--- src/rtl/int_ctrl.sv ---
// int_ctrl: programmable interrupt controller feeding one CP0 HWInt bit.
// Latches edge/level requests, applies masking and fixed priority, and handshakes with EXLSet/EXLClr.
module int_ctrl #(
  parameter int NSRC = 6
) (
  input  logic            clk,
  input  logic            rst,
  input  logic [NSRC-1:0] irq_in,
  input  logic [1:0]      addr,
  input  logic            we,
  input  logic [31:0]     wd,
  output logic [31:0]     rd,
  input  logic            exlset,
  input  logic            exlclr,
  output logic            int_out
);

  localparam logic [1:0] ADDR_PEND = 2'd0;
  localparam logic [1:0] ADDR_MASK = 2'd1;
  localparam logic [1:0] ADDR_VEC  = 2'd2;
  localparam logic [1:0] ADDR_EDGE = 2'd3;

  typedef enum logic [1:0] {
    IDLE = 2'd0,
    REQ  = 2'd1,
    SVC  = 2'd2
  } state_t;

  state_t          state;
  state_t          state_next;

  logic [NSRC-1:0] pend;
  logic [NSRC-1:0] pend_next;
  logic [NSRC-1:0] mask;
  logic [NSRC-1:0] edge_mode;
  logic [NSRC-1:0] irq_prev;
  logic [NSRC-1:0] elig;
  logic [NSRC-1:0] rise;
  logic [NSRC-1:0] w1c;
  logic [NSRC-1:0] ack_clr;
  logic            gen;

  logic [2:0]      cur_id;
  logic [2:0]      cur_id_next;
  logic [2:0]      win_id;
  logic            cur_valid;
  logic            cur_valid_next;
  logic            int_next;
  logic            any_elig;
  logic            cur_elig;

  logic            pend_wr;
  logic            mask_wr;
  logic            edge_wr;
  logic            unused_wd;

  assign pend_wr   = we && (addr == ADDR_PEND);
  assign mask_wr   = we && (addr == ADDR_MASK);
  assign edge_wr   = we && (addr == ADDR_EDGE);
  assign unused_wd = ^wd[30:NSRC];

  assign rise      = irq_in & ~irq_prev;
  assign w1c       = pend_wr ? wd[NSRC-1:0] : '0;
  assign elig      = pend & mask & {NSRC{gen}};
  assign any_elig  = |elig;

  // Edge bits: a new rising edge wins over any clear on the same cycle.
  // Level bits simply track the registered input.
  assign pend_next = (edge_mode & (rise | (pend & ~(w1c | ack_clr))))
                   | (~edge_mode & irq_in);

  always_comb begin
    ack_clr = '0;
    if (state == REQ && exlset) begin
      for (int i = 0; i < NSRC; i++) begin
        if (cur_id == 3'(i)) begin
          ack_clr[i] = 1'b1;
        end
      end
    end
  end

  always_comb begin
    win_id = '0;
    for (int i = NSRC - 1; i >= 0; i--) begin
      if (elig[i]) begin
        win_id = 3'(i);
      end
    end
  end

  always_comb begin
    cur_elig = 1'b0;
    for (int i = 0; i < NSRC; i++) begin
      if (cur_id == 3'(i)) begin
        cur_elig = elig[i];
      end
    end
  end

  // cur_id is frozen outside IDLE so a later higher-priority request never preempts.
  always_comb begin
    state_next     = state;
    cur_id_next    = cur_id;
    cur_valid_next = cur_valid;
    int_next       = 1'b0;
    case (state)
      IDLE: begin
        if (any_elig) begin
          state_next     = REQ;
          cur_id_next    = win_id;
          cur_valid_next = 1'b1;
          int_next       = 1'b1;
        end
      end
      REQ: begin
        int_next = 1'b1;
        if (exlset) begin
          state_next = SVC;
          int_next   = 1'b0;
        end else if (!cur_elig) begin
          state_next     = IDLE;
          int_next       = 1'b0;
          cur_valid_next = 1'b0;
          cur_id_next    = '0;
        end
      end
      SVC: begin
        if (exlclr) begin
          state_next     = IDLE;
          cur_valid_next = 1'b0;
        end
      end
      default: begin
        state_next     = IDLE;
        cur_valid_next = 1'b0;
      end
    endcase
  end

  always_ff @(posedge clk) begin
    if (rst) begin
      state     <= IDLE;
      pend      <= '0;
      mask      <= '0;
      gen       <= 1'b0;
      edge_mode <= '0;
      irq_prev  <= '0;
      cur_id    <= '0;
      cur_valid <= 1'b0;
      int_out   <= 1'b0;
    end else begin
      state     <= state_next;
      pend      <= pend_next;
      irq_prev  <= irq_in;
      cur_id    <= cur_id_next;
      cur_valid <= cur_valid_next;
      int_out   <= int_next;
      if (mask_wr) begin
        mask <= wd[NSRC-1:0];
        gen  <= wd[31];
      end
      if (edge_wr) begin
        edge_mode <= wd[NSRC-1:0];
      end
    end
  end

  always_comb begin
    rd = '0;
    case (addr)
      ADDR_PEND: rd[NSRC-1:0] = pend;
      ADDR_MASK: begin
        rd[NSRC-1:0] = mask;
        rd[31]       = gen;
      end
      ADDR_VEC: begin
        rd[2:0] = cur_id;
        rd[31]  = cur_valid;
      end
      ADDR_EDGE: rd[NSRC-1:0] = edge_mode;
      default:   rd = '0;
    endcase
  end

endmodule

--- config.mk ---
export PLATFORM = sky130hd
export DESIGN_NAME = int_ctrl
export DESIGN_NICKNAME = d
export VERILOG_FILES = /design/src/rtl/int_ctrl.sv
export SDC_FILE = /design/constraint.sdc
export NUM_CORES = 1
export LEC_CHECK = 0
export ABC_AREA = 0
export CORE_MARGIN = 2
export CORE_UTILIZATION = 42
export DETAILED_ROUTE_END_ITERATION = 8
export PLACE_DENSITY = 0.76
export SKIP_CTS_REPAIR_TIMING = 1
export SYNTH_ARGS = -nofsm -noshare
export SYNTH_HDL_FRONTEND = slang
export SYNTH_SLANG_ARGS = --single-unit
--- constraint.sdc ---
create_clock -name clk -period 2 [get_ports clk]
set_clock_uncertainty 0.2 [all_clocks]
set_input_delay 0.2 -clock clk [delete_from_list [all_inputs] [get_ports clk]]
set_output_delay 0.2 -clock clk [all_outputs]
set_load 0.01 [all_outputs]
==> reports/results.ini <==
[power_and_ir_drop]
leakagePower_nw = 0.9815
power.total_mw = 1.395
irDropWorstVdd_mv = 0.2982
powerDensity_nw_per_um2 = 614.5

[drt]
drt_iter0_drc = 85
wl_per_cell_um = 14.00
drt_first_pass_iters = 4
drc = 0
drtAntennaViolNets = 0
wirelength_mm = 4.481
num_vias = 1761
vias_per_cell = 5.503

[logic_synthesis]
netlist_top_cells_area = dfxtp_1, buf_4, nand2_1
yosysSeqAreaShare = 0.3536
synth-edff-count = 0
yosysTopAreaCell = dfxtp_1
synth_area_um2 = 1812
syn_avg_cell_area_um2 = 7.877
ys_top_cells_by_count = nand2_1, dfxtp_1, buf_4
synthCells = 230
async_flop_share = 0
yosys_warnings = 0
synth_top_area_frac = 0.3536
synth.most_common_cell = nand2_1
yosysUniqueCellTypes = 37
synth_seq_cells = 32
synth_ff_type = dfxtp_1

[placement]
dp_hpwl_mm = 3.272
io_buffers = 27
placed_area_um2 = 2126
dp.cells = 310
pre_cts_slack_ps = -466.8
place.gp.congestion = 0.8725

[floorplan]
die_x_um = 69.68
fp.dieH_um = 69.68
initial_core_util = 0.4434
num_rows = 23
pin_count = 78
die_area_um2 = 4855
coreArea_um2 = 4086

[cells_and_area]
fillers = 385
fin_area_um2 = 2271
insertedDiodeCount = 0
nets = 320
final-instance-count-excl-fill = 320
area_delta_synth_final_pct = 25.35
layout-drive-gt1-share = 0.1296

[min_path]
whs_endpoint = irq_prev[3]$_SDFF_PP0_
min-delay-start = irq_in[3]
hold_depth = 2
hp-class = primary input to flop

[global_route]
antenna_found_initial = 0
grt_pass1_wl_mm = 7.341
grt_max_degree = 30
grt.total_usage = 0.1865
grt_pass1_vias = 1588
grt-ovfl-total = 0

[sta]
finalSetupViolCount = 0
fin_crit_sh = 0.9043
rsz0062_at_grt = no
fin_ws_ps = 191.4
drv_slew = 0
post-route-min-period_ps = 1809
max_freq_ghz = 0.5529
finalHoldViolCount = 0

[setup_path]
critPathKind = flop to flop
critPathArrivalTime_ps = 1840
cp-start-kind = flop
worstReg2RegStart = cur_id[1]$_SDFFE_PP0P_
required_ps = 2030
worst-r2r-cell-count = 5
worst-path-max-fanout = 7
worstReg2RegEnd = cur_valid$_SDFFE_PP0P_
rrSetupSlack_ps = 190
cp-end-kind = flop

[run_status]
outcome = finished clean

[cts]
h-tree-depth = 2
cts_root_buf = clkbuf_8
cts_buffer_depth = 2
clock_latency_ps = 290
clock_sinks = 32
cts_tree = built
clk_pin_slew_ps = 70
cts_buffers = 5

[run]
drv_cap = 0

[cell type report]
class,count,area (um^2),share of cell area
tap,50,62.56,0.02755
clock buffer,7,86.33,0.03802
clock inverter,1,7.507,0.003306
sequential,32,641.9,0.2826
multi-input combinational,178,1023,0.4507
inverter,9,33.78,0.01488
timing repair buffer,43,415.4,0.1829
[power by group]
| part | internal (mW) | leakage (nW) | total, mW | switching (mW) |
|---|---|---|---|---|
| sequential | 0.660 | 0.262 | 0.683 | 0.0230 |
| clock | 0.279 | 0.0445 | 0.516 | 0.236 |
| combinational | 0.0942 | 0.675 | 0.197 | 0.103 |
[worst max-delay path by stage]
stage	slack [ps]	endpoint	from	cells after the start
after floorplan	330	cur_valid$_SDFFE_PP0P_	gen$_SDFFE_PP0P_	5
after global placement	-420	rd[2]	addr[1]	6
after detailed placement	-470	rd[2]	addr[1]	6
after CTS	-480	rd[2]	addr[1]	6
after global routing	80	cur_valid$_SDFFE_PP0P_	cur_id[2]$_SDFFE_PP0P_	5
final	190	cur_valid$_SDFFE_PP0P_	cur_id[1]$_SDFFE_PP0P_	5
[routing by layer]
metal | part of all wire | vias to the layer above | global-route usage
li1 | - | 848 | -
met1 | 0.41 | 804 | 0.2425
met2 | 0.47 | 95 | 0.2895
met3 | 0.092 | 14 | 0.04942
met4 | 0.025 | 0 | 0.08333
met5 | 0 | - | 0
[cells by family after synthesis]
kind of cell | count (synthesis) | share of synthesized area
and+or+nand+nor | 96 | 0.2569
adders and majority gates | 6 | 0.04144
DFF | 32 | 0.3536
other | 1 | 0.002070
buffers and inverters | 44 | 0.1436
AOI/OAI and AO/OA | 48 | 0.1858
muxes | 3 | 0.01658
[registers in the layout, indices dropped and copies added, names as in the netlist]
register	count
irq_prev	6
edge_mode	6
state	2
mask	6
int_out	1
pend	6
cur_id	3
gen	1
cur_valid	1
[through the flow]
step                setup TNS, ps  hold slack (ps)    util
floorplan                       0            147.5       -
global placement            -2836            258.2  0.5202
detailed placement          -2978            267.6  0.5202
global route                    0            294.6  0.5557
finish                          0            279.7  0.5557
CTS                         -2906            280.7  0.5432
[cell usage in the layout, fill, tap and decap left out, types with 2 or more instances in the layout]
cell type,Yosys,final
a21oi_1,16,16
a222oi_1,6,6
a22o_1,6,6
a311oi_1,4,4
a32oi_1,2,2
buf_4,25,14
clkbuf_8,0,6
clkdlybuf4s50_1,0,18
conb_1,1,25
dfxtp_1,32,31
dlymetal6s2s_1,0,8
ha_2,0,4
inv_1,8,7
inv_2,1,2
mux2i_1,3,3
nand2_1,39,39
nand2b_1,2,2
nand3_1,21,21
nand4_1,3,3
nand4b_1,2,2
nor2_1,8,8
nor2b_1,10,10
nor3_1,3,3
nor4_1,2,2
o21ai_0,5,5
o21ai_1,2,2
or3_1,3,3
[critical path: stages, from the launching register on]
cell and delay, ps:
dfxtp_1 470, inv_1 110, nor2_1 200, a32oi_1 180, or4b_1 520, nand3_1 90
(Power assumes the default switching activity.)
